$ cat src/rtl/vga_rect_filler.sv
// Rectangle-fill engine: accepts one rectangle per handshake and streams
// one pixel write per clock, row-major, suppressing the strobe off-screen.
module vga_rect_filler #(
    parameter int XW      = 10,
    parameter int YW      = 9,
    parameter int COLOR_W = 24,
    parameter int XMAX    = 640,
    parameter int YMAX    = 480
) (
    input  logic               CLOCK_50,
    input  logic               reset,
    input  logic               req_valid,
    output logic               req_ready,
    input  logic [XW-1:0]      req_x,
    input  logic [YW-1:0]      req_y,
    input  logic [XW-1:0]      req_w,
    input  logic [YW-1:0]      req_h,
    input  logic [COLOR_W-1:0] req_color,
    input  logic               abort,
    output logic [XW-1:0]      VGA_X,
    output logic [YW-1:0]      VGA_Y,
    output logic [COLOR_W-1:0] VGA_COLOR,
    output logic               plot,
    output logic               busy,
    output logic               done
);

    typedef enum logic [1:0] {
        IDLE = 2'd0,
        DRAW = 2'd1,
        DONE = 2'd2
    } state_t;

    localparam logic [XW:0] X_LIM = (XW+1)'(XMAX);
    localparam logic [YW:0] Y_LIM = (YW+1)'(YMAX);

    state_t state;
    state_t state_n;

    logic [XW-1:0]      x0;
    logic [XW-1:0]      w;
    logic [XW-1:0]      cx;
    logic [XW-1:0]      cx_n;
    logic [YW-1:0]      y0;
    logic [YW-1:0]      h;
    logic [YW-1:0]      cy;
    logic [YW-1:0]      cy_n;
    logic [COLOR_W-1:0] color;

    logic        accept;
    logic        empty;
    logic        col_end;
    logic        last;
    logic        stop;
    logic [XW:0] px_n;
    logic [YW:0] py_n;
    logic        on_req;
    logic        on_next;

    assign req_ready = (state == IDLE);
    assign busy      = (state == DRAW);
    assign done      = (state == DONE);

    // cx/cy index the pixel currently on the outputs; *_n is the one after it
    always_comb begin
        accept  = req_valid && req_ready;
        empty   = (req_w == '0) || (req_h == '0);
        col_end = (cx == w - XW'(1));
        last    = col_end && (cy == h - YW'(1));
        stop    = last || abort;
        cx_n    = col_end ? '0 : cx + XW'(1);
        cy_n    = col_end ? cy + YW'(1) : cy;
        px_n    = {1'b0, x0} + {1'b0, cx_n};
        py_n    = {1'b0, y0} + {1'b0, cy_n};
        on_req  = ({1'b0, req_x} < X_LIM) && ({1'b0, req_y} < Y_LIM);
        on_next = (px_n < X_LIM) && (py_n < Y_LIM);
    end

    always_comb begin
        state_n = state;
        unique case (state)
            IDLE: begin
                if (accept) begin
                    state_n = empty ? DONE : DRAW;
                end
            end
            DRAW: begin
                if (stop) begin
                    state_n = DONE;
                end
            end
            DONE: begin
                state_n = IDLE;
            end
            default: begin
                state_n = IDLE;
            end
        endcase
    end

    always_ff @(posedge CLOCK_50 or posedge reset) begin
        if (reset) begin
            state <= IDLE;
        end else begin
            state <= state_n;
        end
    end

    // First pixel is registered on the accept edge so it shows the next cycle
    always_ff @(posedge CLOCK_50 or posedge reset) begin
        if (reset) begin
            x0        <= '0;
            y0        <= '0;
            w         <= '0;
            h         <= '0;
            color     <= '0;
            cx        <= '0;
            cy        <= '0;
            VGA_X     <= '0;
            VGA_Y     <= '0;
            VGA_COLOR <= '0;
            plot      <= 1'b0;
        end else begin
            unique case (state)
                IDLE: begin
                    plot <= 1'b0;
                    if (accept) begin
                        x0    <= req_x;
                        y0    <= req_y;
                        w     <= req_w;
                        h     <= req_h;
                        color <= req_color;
                        cx    <= '0;
                        cy    <= '0;
                        if (!empty) begin
                            VGA_X     <= req_x;
                            VGA_Y     <= req_y;
                            VGA_COLOR <= req_color;
                            plot      <= on_req;
                        end
                    end
                end
                DRAW: begin
                    if (stop) begin
                        plot <= 1'b0;
                    end else begin
                        cx        <= cx_n;
                        cy        <= cy_n;
                        VGA_X     <= px_n[XW-1:0];
                        VGA_Y     <= py_n[YW-1:0];
                        VGA_COLOR <= color;
                        plot      <= on_next;
                    end
                end
                default: begin
                    plot <= 1'b0;
                end
            endcase
        end
    end

endmodule

$ cat config.mk
export PLATFORM = sky130hd
export DESIGN_NAME = vga_rect_filler
export DESIGN_NICKNAME = d
export VERILOG_FILES = /design/src/rtl/vga_rect_filler.sv
export SDC_FILE = /design/constraint.sdc
export NUM_CORES = 1
export LEC_CHECK = 0
export ABC_CLOCK_PERIOD_IN_PS = 8800
export CORE_MARGIN = 2
export CORE_UTILIZATION = 58
export CTS_CLUSTER_SIZE = 10
export DETAILED_ROUTE_END_ITERATION = 6
export PLACE_DENSITY = 0.85
export SYNTH_ARGS = -nofsm -noshare
export SYNTH_HDL_FRONTEND = slang
export SYNTH_SLANG_ARGS = --single-unit
$ cat constraint.sdc
create_clock -name CLOCK_50 -period 8.8 [get_ports CLOCK_50]
set_input_delay 1.32 -clock CLOCK_50 [delete_from_list [all_inputs] [get_ports CLOCK_50]]
set_output_delay 1.32 -clock CLOCK_50 [all_outputs]
set_load 0.02 [all_outputs]
==> results of run 1 <==
-- worst reg2reg max path, cell delays in order, from the launching register on --
cell and delay (ns):
dfrtp_1 0.44, inv_1 0.09, ha_1 0.30, o21ba_2 0.24, a221oi_1 0.28, a41oi_1 0.09
or3_1 0.44, nor2_4 0.38, mux2i_1 0.38, inv_1 0.08, ha_1 0.27, a21o_1 0.18
a21o_1 0.21, a211oi_1 0.24, o21bai_1 0.10, a21oi_1 0.25, nand2_1 0.12, a211oi_1 0.21
a31oi_1 0.06, o2111ai_1 0.10, o22ai_1 0.09
-- where the power goes --
part	internal [mW]	switching [mW]	total (mW)
Clock	0.459	0.257	0.716
Sequential	0.830	0.195	1.02
Combinational	0.577	0.790	1.37
Total	1.87	1.24	3.11
-- cells by family after synthesis --
family	count (synthesis)
fa+ha+maj	25
xor+xnor	47
mux	33
flops	127
buf+inv	62
simple gates	388
compound gates	153
-- area by class of cell --
cell class | count | area (µm²)
Clock inverter | 10 | 136
Timing Repair Buffer | 117 | 1160
Inverter | 15 | 58.8
Fill cell | 884 | 3110
Tap cell | 147 | 184
Sequential cell | 127 | 3180
Clock buffer | 22 | 464
Multi-Input combinational cell | 646 | 3720
-- placed cells by master (no fill, tap or decap), drive strengths merged, types with 5 or more instances in the layout --
cell type / instances
a21o: 10
a21oi: 20
a31oi: 7
and3: 11
buf: 5
clkbuf: 22
clkdlybuf4s50: 112
clkinv: 7
dfrtp: 127
ha: 22
inv: 15
mux2i: 31
nand2: 259
nand3: 13
nor2: 39
nor2b: 9
nor3: 15
nor4: 8
o21ai: 76
o31ai: 7
or3: 5
xnor2: 23
xor2: 24
-- sequential cells by signal, summed over array words and instances, names as in the netlist --
signal	cells
VGA_COLOR	24
cx	10
VGA_Y	9
h	9
y0	9
VGA_X	10
plot	1
state	2
color	24
w	10
x0	10
cy	9
-- final timing paths --
check | endpoint | depth (start not counted) | slack, ns
setup / recovery | plot | 20 | 4.12
hold / removal | color[3] | 2 | 0.47
setup reg to reg | plot | 20 | 4.12
hold reg to reg | color[3] | 2 | 0.47
max in group asynchronous | w[9] | 3 | 6.07
min in group asynchronous | VGA_COLOR[11] | 2 | 1.32
-- metal layers --
layer	share of wire (%)	up-vias	track usage [%]
li1	-	3024	-
met3	7.6	22	8.43
met4	1.3	0	8.51
met1	44	2972	38.4
met2	47	229	43.2
met5	0	-	0
-- stage by stage --
stage / setup slack [ns] / power (mW) / cell area (µm²)
after floorplan: 4.10 / 1.92 / 7150
after global placement: 4.27 / 2.35 / 8300
after detailed placement: 4.13 / 2.39 / 8300
after CTS: 4.12 / 3.12 / 8900
after global routing: 3.72 / 3.32 / 8900
final: 4.12 / 3.11 / 8900
==> flow_summary_export.csv, run 1 <==
group,metric,value,unit
status,status,"completed",
grt,grt_pass1_wl,29.0,mm
critical_path,path_class,"reg2reg",
floorplan,rows,40,
synth,synth_commonest_cells,"259 x nand2_1, 127 x dfrtp_1, 76 x o21ai_0",
floorplan,design.core.area,12000,µm²
synth,synthFlopType,"dfrtp_1",
grt,grt_pass1_vias,5840,
placed_design,dp_hpwl,11.7,mm
synth,synth-xor-area-share,5.86,%
synth,synthTopCellsByArea,"dfrtp_1 44%, nand2_1 14%, o21ai_0 5.3%",
final_layout,fin_nets,1014,
clocking,ctsHtreeMaxLevel,4,
routing,firstDrtPassIters,5,
grt,grt_max_degree,86,
routing,vias,6247,
final_layout,fin_util,74.1,%
synth,syn_inst,835,
clocking,post_cts_resized,0,
sta,slew_viol_final,0,
job,drv_cap,0,
clocking,clock_path_buffers,2,
power_and_ir_drop,pwr_density_cell,349,nW/µm²
routing,drc,0,
synth,ys_seq_elements,127,
clocking,numCtsBuffers,17,
sta,fin_crit,4.68,ns
placed_design,port-buffer-count,112,
sta,relSlewSlack,34.1,%
critical_path,crit_start,"w[0]",
clocking,root_buffer,"clkbuf_16",
sta,worst_pin_slew,0.989,ns
synth,async_flop_share,100,%
synth,syn_area,7150,µm²
final_layout,area_growth_syn_to_layout,24.5,%
clocking,cts_setup_buffers,0,
synth,synth-compound-area-share,13.0,%
synth,synth.largest_area_cell,"dfrtp_1",
clocking,cts.clk_slew.worst_paths,0.06,ns
placed_design,dp.cells,1052,
worst_hold_path,hold_path_class,"reg2reg",
sta,finalSetupTns,0,ns
grt,overflow,0,
synth,ys_seq_area_share,44.4,%
sta,fmax,0.214,GHz
routing,dr.first_iter.drc_count,491,
critical_path,startpoint_type,"flip-flop",
synth,synth_edf_count,0,
critical_path,r2r_start,"w[0]",
critical_path,endpoint_kind,"flip-flop",
synth,synth-adder-area-share,4.55,%
routing,vias_per_cell,5.76,
sta,hold_viol,0,
critical_path,cp.arrival,4.96,ns
critical_path,path_delay_family,"compound AO/OA/AOI/OAI gates",
power_and_ir_drop,power.leakage,4.22,nW
synth,syn_nets,925,
synth,synth_top_family_by_area,"simple AND/OR/NAND/NOR gates",
final_layout,stdcell_count,1084,
routing,drtAntennaViolNets,0,
clocking,clk_latency,0.43,ns
final_layout,n_antenna_cell,0,
critical_path,crit_chain,"inv_1, ha_1, o21ba_2, a221oi_1, a41oi_1, or3_1, nor2_4, mux2i_1, inv_1, ha_1, a21o_1, a21o_1, a211oi_1, o21bai_1, a21oi_1, nand2_1, a211oi_1, a31oi_1, o2111ai_1, o22ai_1",
sta,hold_slack,0.472,ns
critical_path,critPathSlowestCell,"dfrtp_1",
sta,skew,0.0105,ns
floorplan,dieArea,13200,µm²
critical_path,worstPathRequired,9.07,ns
final_layout,drive_gt1_share,5.66,%
floorplan,initial_utilization,59.5,%
floorplan,ios,113,
synth,ys_types,66,
clocking,clkSinkCount,127,
worst_hold_path,hp-start,"color[3]",
critical_path,cp_max_fo,19,
synth,synth_mux_area_share,4.65,%
routing,wire_per_inst,16.4,µm
power_and_ir_drop,ir_drop,0.206,mV
synth,synth_simple_gate_area_share,23.9,%
synth,synth_top_area_share,44.4,%
synth,yosys_warnings,0,
synth,syn-mean-instance-area,8.56,µm²
floorplan,fp.dieH,115,µm
grt,antenna_found_initial,0,
sta,rsz0062_at_grt,"no",
critical_path,worst_path_largest_cell_delay,0.44,ns
critical_path,cp_num_buf_inv,2,
clocking,hold_buffers,0,
floorplan,fp.dieW,115,µm
sta,min_period_over_period,53.2,%
placed_design,gp_congestion,0.905,
grt,grtUsageTotal,28.0,%
routing,wirelength,17.8,mm
synth,synth.most_common_cell,"nand2_1",
clocking,cts_tree,"yes",
sta,finalSetupViolCount,0,
No activity file was read; power rests on OpenSTA's default activity.
==> run 2: changes to the inputs <==
==> config.mk (replaced) <==
export PLATFORM = sky130hd
export DESIGN_NAME = vga_rect_filler
export DESIGN_NICKNAME = d
export VERILOG_FILES = /design/src/rtl/vga_rect_filler.sv
export SDC_FILE = /design/constraint.sdc
export NUM_CORES = 1
export LEC_CHECK = 0
export ABC_CLOCK_PERIOD_IN_PS = 4300
export CORE_MARGIN = 2
export CORE_UTILIZATION = 49
export CTS_CLUSTER_SIZE = 10
export DETAILED_ROUTE_END_ITERATION = 6
export PLACE_DENSITY = 0.77
export SYNTH_ARGS = -nofsm -noshare
export SYNTH_HDL_FRONTEND = slang
export SYNTH_SLANG_ARGS = --single-unit
==> constraint.sdc (replaced) <==
create_clock -name CLOCK_50 -period 4.3 [get_ports CLOCK_50]
set_input_delay 0.645 -clock CLOCK_50 [delete_from_list [all_inputs] [get_ports CLOCK_50]]
set_output_delay 0.645 -clock CLOCK_50 [all_outputs]
set_load 0.02 [all_outputs]
==> run 2 against run 1 <==
Maximum frequency increased by 13%. Sequential share of layout area fell by 1.4 points. Routed wire length is 0.40% higher. Flip-flop and latch count stayed put. Final cell count grew 5.3%. Worst setup slack worse by 4.0 ns. Clock power grew 110%. Critical path depth decreased by 5. Largest power group unchanged.
==> flow_summary_export.csv, run 2 (synthesis gave the netlist of run 1 again) <==
group,metric,value,unit
status,status,"completed",
sta,fin_ws,0.139,ns
grt,grtUsageTotal,23.5,%
sta,finalSetupTns,0,ns
grt,grt_max_degree,70,
critical_path,crit_chain,"nor4_2, and4_1, o2111ai_2, or3_4, nor2_4, buf_4, nor2_1, ha_1, fa_1, a21o_1, maj3_1, a31oi_2, nor4_1, nor4bb_1, o22ai_1",
routing,firstDrtPassIters,5,
sta,fin_crit,4.16,ns
critical_path,critPathSlowestCell,"or3_4",
placed_design,dp_hpwl,11.9,mm
grt,overflow,0,
floorplan,fp.dieW,125,µm
final_layout,drive_gt1_share,10.3,%
final_layout,fill_cells,1209,
critical_path,cp_num_buf_inv,1,
final_layout,reg_top3,"VGA_COLOR: 24 flops, color: 24 flops",
final_layout,register_area,3180,µm²
critical_path,path_class,"reg2reg",
routing,drc,0,
floorplan,dieArea,15600,µm²
job,drv_cap,0,
floorplan,design.core.area,14400,µm²
clocking,cts_tree,"yes",
floorplan,ios,113,
critical_path,endpoint_kind,"flip-flop",
power_and_ir_drop,total_power,6.55,mW
final_layout,fin_nets,1035,
sta,skew,0.00861,ns
clocking,clock_path_buffers,2,
clocking,ctsHtreeMaxLevel,4,
sta,hold_slack,0.472,ns
sta,slew_viol_final,0,
floorplan,fp.dieH,125,µm
critical_path,critical_path_cell_count,15,
power_and_ir_drop,pwr_density_cell,706,nW/µm²
placed_design,dp.cells,1104,
power_and_ir_drop,power.leakage,4.35,nW
critical_path,rr_worst_depth,15,
critical_path,worst_path_largest_cell_delay,0.45,ns
sta,min_period_over_period,96.8,%
power_and_ir_drop,ir_drop,0.387,mV
critical_path,worstPathRequired,4.58,ns
clocking,hold_buffers,0,
worst_hold_path,hold_path_depth,1,
final_layout,area_growth_syn_to_layout,29.6,%
sta,worst_pin_slew,0.781,ns
routing,vias,6205,
clocking,numCtsBuffers,17,
sta,relSlewSlack,47.9,%
critical_path,startpoint_type,"flip-flop",
floorplan,rows,44,
routing,vias_per_cell,5.44,
grt,grt_pass1_wl,29.8,mm
critical_path,path_delay_family,"simple AND/OR/NAND/NOR gates",
clocking,root_buffer,"clkbuf_16",
worst_hold_path,hold_path_class,"reg2reg",
routing,wire_per_inst,15.7,µm
final_layout,stdcell_count,1141,
floorplan,initial_utilization,49.8,%
clocking,clk_latency,0.42,ns
critical_path,cp_max_fo,4,
routing,dr.first_iter.drc_count,496,
final_layout,multi_input_area,3860,µm²
sta,finalSetupViolCount,0,
grt,grt_pass1_vias,6021,
final_layout,mostFrequentLayoutCell,"nand2_1",
final_layout,n_antenna_cell,0,
clocking,cts.clk_slew.worst_paths,0.06,ns
placed_design,gp_congestion,0.922,
clocking,clkSinkCount,127,
critical_path,cp.arrival,4.44,ns
routing,wirelength,17.9,mm
routing,drtAntennaViolNets,0,
final_layout,final_cell_mix,"257 x nand2_1, 127 x dfrtp_1, 112 x clkdlybuf4s50_1, 75 x o21ai_0, 36 x nor2_1",
placed_design,port-buffer-count,112,
grt,antenna_found_initial,0,
placed_design,dp_slack,-0.0219,ns
sta,hold_viol,0,
sta,fmax,0.240,GHz
[run 2: cell types whose count changed in the layout (fill, tap and decap cells not counted), sizes merged]
cell	before	now
nor2	39	40
bufinv	3	4
inv	15	16
buf	5	25
clkbuf	22	18
clkinvlp	0	1
[run 2: area by class of cell]
cell class / instances / share of cell area (%)
well taps: 184 / 2.48
clock buffers: 18 / 4.63
multi-input cells: 647 / 41.6
inverters: 15 / 0.635
clock inverters: 13 / 2.05
repair buffers: 137 / 14.3
flip-flops and latches: 127 / 34.3
[run 2: routing by layer]
metal / GRT usage (%) / vias to the layer above / wire length (µm)
li1: - / 3070 / -
met1: 32.9 / 2949 / 8310
met2: 36.3 / 169 / 8230
met3: 7.22 / 17 / 1150
met4: 5.35 / 0 / 177
met5: 0 / - / 0
[run 2: power by group]
group	switching [mW]	leakage, nW	internal, mW	total, mW
Clock	0.545	0.300	0.970	1.51
Sequential	0.382	1.60	1.70	2.08
Combinational	1.68	2.45	1.27	2.95
[run 2: through the flow]
stage          instance area [µm²]  utilization (%)
5_1_grt                       9270             64.5
3_3_place_gp                  8480             59.0
2_1_floorplan                 7150                -
3_5_place_dp                  8480             59.0
6_report                      9270             64.5
4_1_cts                       9100             63.3
[run 2: path summary, 6_finish.rpt]
kind | start | slack [ns] | end
max reg2reg | w[8] | 0.14 | plot
min reg2reg | state[1] | 0.47 | state[1]
max | w[8] | 0.14 | plot
min in group asynchronous | reset | 0.67 | VGA_COLOR[19]
min | state[1] | 0.47 | state[1]
max in group asynchronous | reset | 2.76 | w[5]
[run 2: timing repair]
action	4_1_cts	5_1_grt
setup buffers	0	5
setup endpoints to repair	1	6
cloned	0	1
pin swaps	0	12
gates resized for setup	2	27
